File: src/rtl/pipeline_ctrl_pkg.sv
// ============================================================================
// pipeline_ctrl_pkg : shared stall bit positions, stall codes, FSM states
// Rev 1.0 : initial release
// ============================================================================
`default_nettype none

package pipeline_ctrl_pkg;

  localparam int STALL_W = 5;
  localparam int ADDR_W  = 32;

  localparam int STALL_PC    = 0;
  localparam int STALL_ID_EX = 2;

  localparam logic [STALL_W-1:0] STALL_NONE   = 5'b00000;
  localparam logic [STALL_W-1:0] STALL_BY_IF  = 5'b00011;
  localparam logic [STALL_W-1:0] STALL_BY_ID  = 5'b00111;
  localparam logic [STALL_W-1:0] STALL_BY_EX  = 5'b01111;
  localparam logic [STALL_W-1:0] STALL_BY_MEM = 5'b11111;

  typedef enum logic [1:0] {
    ST_RUN        = 2'd0,
    ST_FLUSH_WAIT = 2'd1,
    ST_FLUSH      = 2'd2
  } state_e;

  // The deepest requester holds everything upstream of it.
  function automatic logic [STALL_W-1:0] stall_encode(
    input logic s_if,
    input logic s_id,
    input logic s_ex,
    input logic s_mem
  );
    if (s_mem)      return STALL_BY_MEM;
    else if (s_ex)  return STALL_BY_EX;
    else if (s_id)  return STALL_BY_ID;
    else if (s_if)  return STALL_BY_IF;
    else            return STALL_NONE;
  endfunction

endpackage

`default_nettype wire

File: src/rtl/pipeline_ctrl_stall_watchdog.sv
// ============================================================================
// stall_watchdog : consecutive-stall watchdog with sticky timeout, plus a
//                  saturating count of all PC-stalled cycles
// Rev 1.0 : initial release
// ============================================================================
`default_nettype none

module stall_watchdog #(
  parameter int WDOG_LIMIT = 1024,
  parameter int CNT_WIDTH  = 32
) (
  input  logic                 clk,
  input  logic                 rst,
  input  logic                 stall_pc,
  input  logic                 flush,
  output logic                 stall_timeout,
  output logic [CNT_WIDTH-1:0] stall_cycles
);

  localparam int              WD_W     = $clog2(WDOG_LIMIT + 1);
  localparam logic [WD_W-1:0] WD_LIMIT = WD_W'(WDOG_LIMIT);

  logic [WD_W-1:0]      wd_cnt_q, wd_cnt_d;
  logic                 timeout_q, timeout_d;
  logic [CNT_WIDTH-1:0] cycles_q, cycles_d;

  always_comb begin
    wd_cnt_d = wd_cnt_q;
    if (!stall_pc || flush)
      wd_cnt_d = '0;
    else if (wd_cnt_q != WD_LIMIT)
      wd_cnt_d = wd_cnt_q + WD_W'(1);

    // Flag rises in the same cycle the limit-th consecutive stall is seen.
    timeout_d = timeout_q | (wd_cnt_d == WD_LIMIT);

    cycles_d = cycles_q;
    if (stall_pc && (cycles_q != '1))
      cycles_d = cycles_q + CNT_WIDTH'(1);
  end

  always_ff @(posedge clk) begin
    if (!rst) begin
      wd_cnt_q  <= '0;
      timeout_q <= 1'b0;
      cycles_q  <= '0;
    end else begin
      wd_cnt_q  <= wd_cnt_d;
      timeout_q <= timeout_d;
      cycles_q  <= cycles_d;
    end
  end

  assign stall_timeout = timeout_d;
  assign stall_cycles  = cycles_q;

endmodule

`default_nettype wire

File: src/rtl/pipeline_ctrl.sv
// ============================================================================
// pipeline_ctrl : stall merge, exception flush sequencing and PC redirect
// Rev 1.0 : initial release
// ============================================================================
`default_nettype none

module pipeline_ctrl
  import pipeline_ctrl_pkg::*;
#(
  parameter int WDOG_LIMIT = 1024,
  parameter int CNT_WIDTH  = 32
) (
  input  logic                 clk,
  input  logic                 rst,
  input  logic                 stall_from_if,
  input  logic                 stall_from_id,
  input  logic                 stall_from_ex,
  input  logic                 stall_from_mem,
  input  logic                 branch_flag,
  input  logic [ADDR_W-1:0]    branch_addr,
  input  logic                 exc_flag,
  input  logic [ADDR_W-1:0]    exc_pc,
  output logic [STALL_W-1:0]   stall,
  output logic                 flush,
  output logic                 pc_redirect_en,
  output logic [ADDR_W-1:0]    pc_redirect_addr,
  output logic                 stall_timeout,
  output logic [CNT_WIDTH-1:0] stall_cycles
);

  state_e              state_q, state_d;
  logic                pend_valid_q, pend_valid_d;
  logic [ADDR_W-1:0]   pend_addr_q, pend_addr_d;
  logic [ADDR_W-1:0]   exc_pc_q, exc_pc_d;

  logic [STALL_W-1:0]  req_stall;
  logic [STALL_W-1:0]  stall_int;
  logic                flush_int;
  logic                redir_en_int;
  logic [ADDR_W-1:0]   redir_addr_int;
  logic                wd_timeout;
  logic [CNT_WIDTH-1:0] wd_cycles;

  always_ff @(posedge clk) begin
    if (!rst) begin
      state_q      <= ST_RUN;
      pend_valid_q <= 1'b0;
      pend_addr_q  <= '0;
      exc_pc_q     <= '0;
    end else begin
      state_q      <= state_d;
      pend_valid_q <= pend_valid_d;
      pend_addr_q  <= pend_addr_d;
      exc_pc_q     <= exc_pc_d;
    end
  end

  always_comb begin
    state_d      = state_q;
    pend_valid_d = pend_valid_q;
    pend_addr_d  = pend_addr_q;
    exc_pc_d     = exc_pc_q;
    case (state_q)
      ST_RUN: begin
        if (pend_valid_q && !stall_int[STALL_PC]) begin
          pend_valid_d = 1'b0;
        end else if (branch_flag && stall_int[STALL_PC] && !stall_int[STALL_ID_EX]) begin
          pend_valid_d = 1'b1;
          pend_addr_d  = branch_addr;
        end
        // While MEM is stalled the exception source keeps exc_flag asserted.
        if (exc_flag && !stall_from_mem) begin
          exc_pc_d = exc_pc;
          state_d  = stall_from_if ? ST_FLUSH_WAIT : ST_FLUSH;
        end
      end
      ST_FLUSH_WAIT: begin
        if (!stall_from_if)
          state_d = ST_FLUSH;
      end
      ST_FLUSH: begin
        state_d      = ST_RUN;
        pend_valid_d = 1'b0;
      end
      default: state_d = ST_RUN;
    endcase
  end

  always_comb begin
    req_stall      = stall_encode(stall_from_if, stall_from_id, stall_from_ex, stall_from_mem);
    stall_int      = req_stall;
    flush_int      = 1'b0;
    redir_en_int   = 1'b0;
    redir_addr_int = '0;
    case (state_q)
      ST_FLUSH: begin
        stall_int      = STALL_NONE;
        flush_int      = 1'b1;
        redir_en_int   = 1'b1;
        redir_addr_int = exc_pc_q;
      end
      ST_FLUSH_WAIT: begin
        stall_int = req_stall | STALL_BY_IF;
      end
      default: begin
        if (pend_valid_q && !req_stall[STALL_PC]) begin
          redir_en_int   = 1'b1;
          redir_addr_int = pend_addr_q;
        end else if (branch_flag && !req_stall[STALL_PC]) begin
          redir_en_int   = 1'b1;
          redir_addr_int = branch_addr;
        end
      end
    endcase
  end

  stall_watchdog #(
    .WDOG_LIMIT (WDOG_LIMIT),
    .CNT_WIDTH  (CNT_WIDTH)
  ) u_stall_watchdog (
    .clk           (clk),
    .rst           (rst),
    .stall_pc      (stall_int[STALL_PC]),
    .flush         (flush_int),
    .stall_timeout (wd_timeout),
    .stall_cycles  (wd_cycles)
  );

  assign stall            = rst ? stall_int      : '0;
  assign flush            = rst & flush_int;
  assign pc_redirect_en   = rst & redir_en_int;
  assign pc_redirect_addr = rst ? redir_addr_int : '0;
  assign stall_timeout    = rst & wd_timeout;
  assign stall_cycles     = rst ? wd_cycles      : '0;

endmodule

`default_nettype wire

File: config.mk
export PLATFORM = sky130hd
export DESIGN_NAME = pipeline_ctrl
export DESIGN_NICKNAME = d
export VERILOG_FILES = /design/src/rtl/pipeline_ctrl_pkg.sv /design/src/rtl/pipeline_ctrl_stall_watchdog.sv /design/src/rtl/pipeline_ctrl.sv
export SDC_FILE = /design/constraint.sdc
export NUM_CORES = 1
export LEC_CHECK = 0
export ABC_CLOCK_PERIOD_IN_PS = 4100
export BUFFER_PORTS_ARGS = -buffer_cell sky130_fd_sc_hd__buf_2
export CORE_ASPECT_RATIO = 0.9
export CORE_UTILIZATION = 55
export CTS_BUF_LIST = sky130_fd_sc_hd__clkbuf_16
export DETAILED_ROUTE_END_ITERATION = 8
export HOLD_SLACK_MARGIN = 0.06
export PLACE_DENSITY = 0.82
export SLEW_MARGIN = 20
export SYNTH_ARGS = -nofsm -noshare
export SYNTH_HDL_FRONTEND = slang
export SYNTH_SLANG_ARGS = --single-unit
File: constraint.sdc
create_clock -name clk -period 4.1 [get_ports clk]
set_clock_uncertainty 0.2 [all_clocks]
set_input_delay 0.41 -clock clk [delete_from_list [all_inputs] [get_ports clk]]
set_output_delay 0.41 -clock clk [all_outputs]
set_load 0.01 [all_outputs]
After elaboration in Yosys (flattened, before gate mapping)
Cells that the tools add are included.
{"block": "totals", "ramBits": 0, "latch_bits": 0, "reg_bits": 111, "mem_bits_ro": 0, "in_bits": 72, "out_inout_bits": 72, "wordCells": 64, "memories": 0}
{"block": "classes", "shifts": 0, "div": 0, "bitwise_logic": 5, "n_mul": 0, "mux": 24, "n_eq_ne": 8, "addsub": 2, "n_reduce_logical": 18, "magnitude_cmp": 0}
{"op": "$mux W32", "n": 4}
{"op": "$pmux W32 S2", "n": 1}
{"op": "$add A32 B1 Y32 const B", "n": 1}
{"op": "$ne A32 B32 Y1 const B", "n": 1}
{"op": "$mux W11", "n": 2}
{"op": "$add A11 B1 Y11 const B", "n": 1}
{"op": "$eq A11 B11 Y1 const B", "n": 1}
{"op": "$ne A11 B11 Y1 const B", "n": 1}
{"op": "$mux W5", "n": 2}
{"op": "$pmux W5 S2", "n": 1}
{"op": "$mux W2", "n": 4}
{"op": "$logic_and A1 B1 Y1", "n": 7}
{"op": "$reduce_and A2 Y1", "n": 3}
{"op": "$mux W1", "n": 5}
{"op": "$logic_not A1 Y1", "n": 4}
{"op": "$mux W4", "n": 1}
{"op": "$ne A2 B2 Y1 const B", "n": 2}
{"op": "$pmux W1 S2", "n": 2}
{"op": "$pmux W2 S2", "n": 1}
{"op": "$and A1 B1 Y1", "n": 3}
{"op": "$mux W3", "n": 1}
{"op": "$ne A3 B3 Y1 const B", "n": 1}
{"op": "$reduce_and A3 Y1", "n": 1}
{"op": "$eq A2 B1 Y1 const B", "n": 1}
{"op": "6 further kinds", "n": 6}

Depth between registers and ports, before layout
{"block": "logic_depth", "ltp_word": 11, "ltp_mapped": 9, "ltp_nobuf": 7}

Cells and area by module
A second synthesis with hierarchy kept.
{"block": "unflattened", "cells_unflattened": 760, "hier_area_um2": 6188.4}
{"mod": "pipeline_ctrl", "area_per_inst_um2": 3843.7, "instances": 1, "cells_each": 481, "seq_area_each_um2": 1341.3}
{"mod": "stall_watchdog", "area_per_inst_um2": 2344.7, "instances": 1, "cells_each": 279, "seq_area_each_um2": 880.8}

Worst setup path after synthesis
No wires, ideal clock.
{"block": "synth_timing", "kind": "reg2out", "start": "reg state_q[0]", "end": "out stall_timeout", "n_path_buf": 2, "t_arrival_ns": 2.221, "path_stages_with_launch": 9, "required_ns": 3.490, "setup_slack_ns": 1.269, "path_cell_list": "dfxtp_1 > inv_1 > ha_1 > buf_2 > o21ai_2 > or3_1 > clkbuf_1 > or4_1 > a32oi_1"}
{"block": "synth_between", "elab_chain_len": 8, "word_cells_on_any_way": 10, "classes_between": "3 x eq/ne; 3 x mux; 2 x bitwise; 2 x reduce/logical"}
{"item": "start: declaration", "line": "pipeline_ctrl.sv:31", "source": "state_e state_q, state_d;"}
{"item": "start signal: assignment", "line": "pipeline_ctrl.sv:51", "source": "state_q <= state_d;"}
{"item": "$eq A2 B1 Y1 / $eq A2 B2 Y1 (equally long branches)", "line": "pipeline_ctrl.sv:95", "source": "case (state_q)"}
{"item": "$pmux W5 S2", "line": "pipeline_ctrl.sv:95"}
{"item": "$logic_not A1 Y1", "line": "pipeline_ctrl_stall_watchdog.sv:29", "source": "if (!stall_pc || flush)"}
{"item": "$logic_or A1 B1 Y1 (*)", "line": "pipeline_ctrl_stall_watchdog.sv:29"}
{"item": "$mux W11 (*)", "line": "pipeline_ctrl_stall_watchdog.sv:29"}
{"item": "$eq A11 B11 Y1 (*)", "line": "pipeline_ctrl_stall_watchdog.sv:35", "source": "timeout_d = timeout_q | (wd_cnt_d == WD_LIMIT);"}
{"item": "$or A1 B1 Y1 (*)", "line": "pipeline_ctrl_stall_watchdog.sv:35"}
{"item": "$and A1 B1 Y1 (*)", "line": "pipeline_ctrl.sv:133", "source": "assign stall_timeout = rst & wd_timeout;"}
{"item": "end: declaration", "line": "pipeline_ctrl.sv:27", "source": "output logic stall_timeout,"}
Every way passes the cells marked *; elsewhere a longest branch is shown, timed or not.

Worst setup path after layout
Ends and elaborated chain as after synthesis.

==> results by stage <==
Clock network:
- The number of buffers inserted by hold repair at cts is 0.
- CTS placed an instance of clkbuf_16 at the clock tree root.
- Once the clock tree was built, the setup fixing pass inserted 0 buffers.
- TritonCTS created 9 clock buffers.
- CTS saw 111 sinks.
- The clock-pin slew of the registers on the worst-case setup and hold paths is 0.07 ns.
- The clock passes through at most 2 buffers.
- The maximum level of the CTS H-tree is 3.
- The TritonCTS clock tree is yes.
- The post-cts repair resize count is 0.
- At the later pin of the worst-skew pair, clock insertion delay measures 0.35 ns.

Yosys:
- The share of the synthesized area in the top cell type is 0.3947.
- During synthesis, Yosys emitted a total of 0 warnings.
- The post-synthesis sequential area ratio is 0.3947.
- Among all flip-flop cells after synthesis, the most frequent one is dfxtp_1.
- The synthesized design contains 0 enable-type register cells.
- Sorting the synthesized cells by area gives the leading types as dfxtp_1, nand2_1, a21oi_1.
- The mapped netlist covers 0.005630 mm2.
- The average instance in the mapped netlist occupies 7.568 um2.
- The biggest area consumer among synthesized cells is dfxtp_1.
- The flop and latch count out of synthesis is 111.
- The count of cell types in the netlist is 50.
- The number of instances in the synthesized netlist is 744.
- The share of synthesized flip-flops with an asynchronous set or reset is 0.
- The number of nets produced by synthesis is 822.

Die:
- The die covers 0.01065 mm2.
- In this run the horizontal extent of the chip is 108.7 um.
- The site row count is 34.
- From bottom edge to top edge, the die measures 97.99 um.
- The core region is 0.009827 mm2.
- The effective utilization at floorplan is 0.5730.
- 144 I/O pins were placed.

GRT:
- The number of global-route vias before repair is 5,289.
- In the global route stage, met1 resource usage came out at 0.3602.
- The initial antenna violation count is 0.
- The first-pass GRT wire length is 24,720 um.
- The global-route usage over all layers is 0.2886.
- The met3 track demand over resource is 0.07677.
- The sum of overflow across all layers after global routing is 0.
- The most crowded layer after global routing is met2.
- The maximum number of pins on one net before global-route repair is 101.
- For met2 alone, demand over resource in global routing was 0.4786.

Critical path:
- The class of the most critical setup path is reg -> out.
- Traced cell by cell, the critical path runs through inv_1 > ha_1 > nand2b_1 > o21ai_2 > or3_1 > or4_1 > a32oi_1 > buf_2.
- The highest fanout seen on the critical path is 9.
- The capturing element type of the critical path is a primary output.
- The worst setup path is launched from a register.
- On the critical path, the stage with the largest delay is an instance of or4_1.
- The critical path required time is 3.49 ns.
- The largest single stage delay on the critical path is 0.59 ns.
- The data arrival time of the critical path is 2.89 ns.
- The slack of the worst reg-to-reg path is 1.09 ns.

Timing:
- The transition time of the tightest slew-check pin is 1.048 ns.
- After routing, the total negative slack on setup checks comes to 0 ns.
- The final max-slew violation count is 0.
- Setup violations remaining at the end of the flow were counted as 0.
- Setup repair after global routing left no endpoint under its margin.
- The smallest clock period supported by the final layout is computed as 3.503 ns.
- The number of failing hold endpoints at the final stage is 0.
- The upper clock frequency limit is 0.2855 GHz.
- The worst pin sits at a relative slew slack of 0.3014.
- In the finished design, the share of the clock period the worst path needs comes to 0.8544.

Route:
- The detailed router finished its first iteration with 436 violations.
- The total vias in the final route is 5,742.
- The wire length per cell is 15.51 um.
- In this run the remaining antenna-violating nets after routing total 0.
- The final wirelength is 15,180 um.
- The post-route DRC violation count is 0.
- In the routed layout, each cell is associated on average with a via count of 5.865.
- The number of detailed-route iterations in the first pass is 5.

Finish:
- Compared with the post-synthesis result, the final layout area differs by 17.89%.
- The most frequent standard cell in the layout excluding fill and tap cells is nand2_1.
- The repair_antennas step left the layout with diodes totalling 0.
- In the layout the commonest cells are nand2_1, buf_2, a21oi_1.
- The summed area of non-filler cells in the final layout is 0.006638 mm2.
- The net count of the finished layout is 926.
- In the final layout, the share of cells above drive strength 1 is 0.2216.

Placement:
- Once placement finished, the instance area stood at 0.006339 mm2.
- The HPWL after detailed placement is 10,200 um.
- At the end of routability-driven placement, the weighted congestion stood at 0.7971.
- The count of buffers added on input and output ports is 143.

Power:
- Summed over all cells, the static leakage comes to 2.635 nW.
- Dividing total power by cell area gives a power density of 355.9 mW/mm2.
- The maximum resistive drop on vdd is 0.4018 mV.

Flow run:
- The number of violations of the max-capacitance limit is 0.

Outcome:
- The flow ran to the end, and the final reports show no timing, DRC or antenna violations.

Worst hold path:
- The worst min-delay path class is in -> reg.
-- report_power, final --
group | switching, W | internal, W | total, W
registers | 0.0000281 | 0.00111 | 0.00114
logic | 0.000213 | 0.000130 | 0.000343
clock network | 0.000405 | 0.000474 | 0.000879
total | 0.000646 | 0.00172 | 0.00236
-- final cells by class --
class / count / area (um2)
Fill cell: 841 / 3189
Multi-Input combinational cell: 563 / 3138
Sequential cell: 111 / 2222
Timing Repair Buffer: 152 / 783.3
Clock buffer: 9 / 225.2
Tap cell: 126 / 157.7
Clock inverter: 7 / 70.07
Inverter: 11 / 41.29
-- synthesized netlist by cell type (all sizes together) (6+ instances only) --
master / n
nand4: 15
nand2: 178
nor3: 14
inv: 11
o21ai: 18
a221oi: 31
or3: 17
clkbuf: 44
mux2: 13
xor2: 10
ha: 6
dfxtp: 111
nand3: 11
a21oi: 115
nor2: 39
buf: 15
and2: 39
xnor2: 6
-- logic make-up (layout without fill, tap and decap cells) --
| logic type | after synthesis | after routing | share of synthesized area |
|---|---|---|---|
| flip-flops | 111 | 111 | 0.3947 |
| buffers and inverters | 70 | 179 | 0.05000 |
| adder cells (fa/ha/maj) | 6 | 6 | 0.01333 |
| multiplexers | 14 | 14 | 0.02911 |
| AND/OR/NAND/NOR | 344 | 344 | 0.2920 |
| AO/OA/AOI/OAI | 183 | 183 | 0.1960 |
| XOR/XNOR | 16 | 16 | 0.02489 |
-- sequential cells by signal, summed over array words and instances, names as in the netlist --
signal	cells
u_stall_watchdog.wd_cnt_q	11
state_q	2
u_stall_watchdog.stall_cycles	32
pend_valid_q	1
u_stall_watchdog.timeout_q	1
exc_pc_q	32
pend_addr_q	32
-- layer usage --
metal  vias to the layer above  wire, um
met1                      2679      6481
met3                        30      1163
li1                       2796         -
met2                       237      7228
met5                         -         0
met4                         0       308
-- critical path, delay by kind of cell (launching register included) --
kind	cells	cell delay, ns
and+or+nand+nor	3	1.25
DFF	1	0.36
AOI/OAI and AO/OA	2	0.36
adders and majority gates	1	0.34
buffers and inverters	2	0.24
-- worst paths after layout --
| kind | start | endpoint | depth (start not counted) |
|---|---|---|---|
| worst max-delay path | state_q[0]$_SDFFE_PN0P_ | stall_timeout | 8 |
| worst min-delay path | exc_pc[4] | exc_pc_q[4]$_SDFFE_PN0P_ | 3 |
| worst max register to register | state_q[0]$_SDFFE_PN0P_ | u_stall_watchdog.stall_cycles[25]$_SDFFE_PN0P_ | 7 |
| worst min register to register | pend_addr_q[9]$_SDFFE_PN0P_ | pend_addr_q[9]$_SDFFE_PN0P_ | 2 |
-- stage by stage --
| stage | utilization | total power, W | hold slack, ns | cells | worst slack [ns] |
|---|---|---|---|---|---|
| 6_report | 0.6755 | 0.002362 | 0.09112 | 979 | 0.5968 |
| 5_1_grt | 0.6755 | 0.002464 | 0.08957 | 979 | 0.4252 |
| 4_1_cts | 0.6751 | 0.002371 | 0.08560 | 979 | 0.5926 |
| 3_5_place_dp | 0.6450 | 0.001503 | 0.2479 | 963 | 0.9708 |
| 3_3_place_gp | 0.6450 | 0.001492 | 0.2387 | 963 | 1.054 |
| 2_1_floorplan | - | 0.001376 | 0.2329 | 744 | 1.269 |
Note: power is estimated with default switching activity, not from simulation.
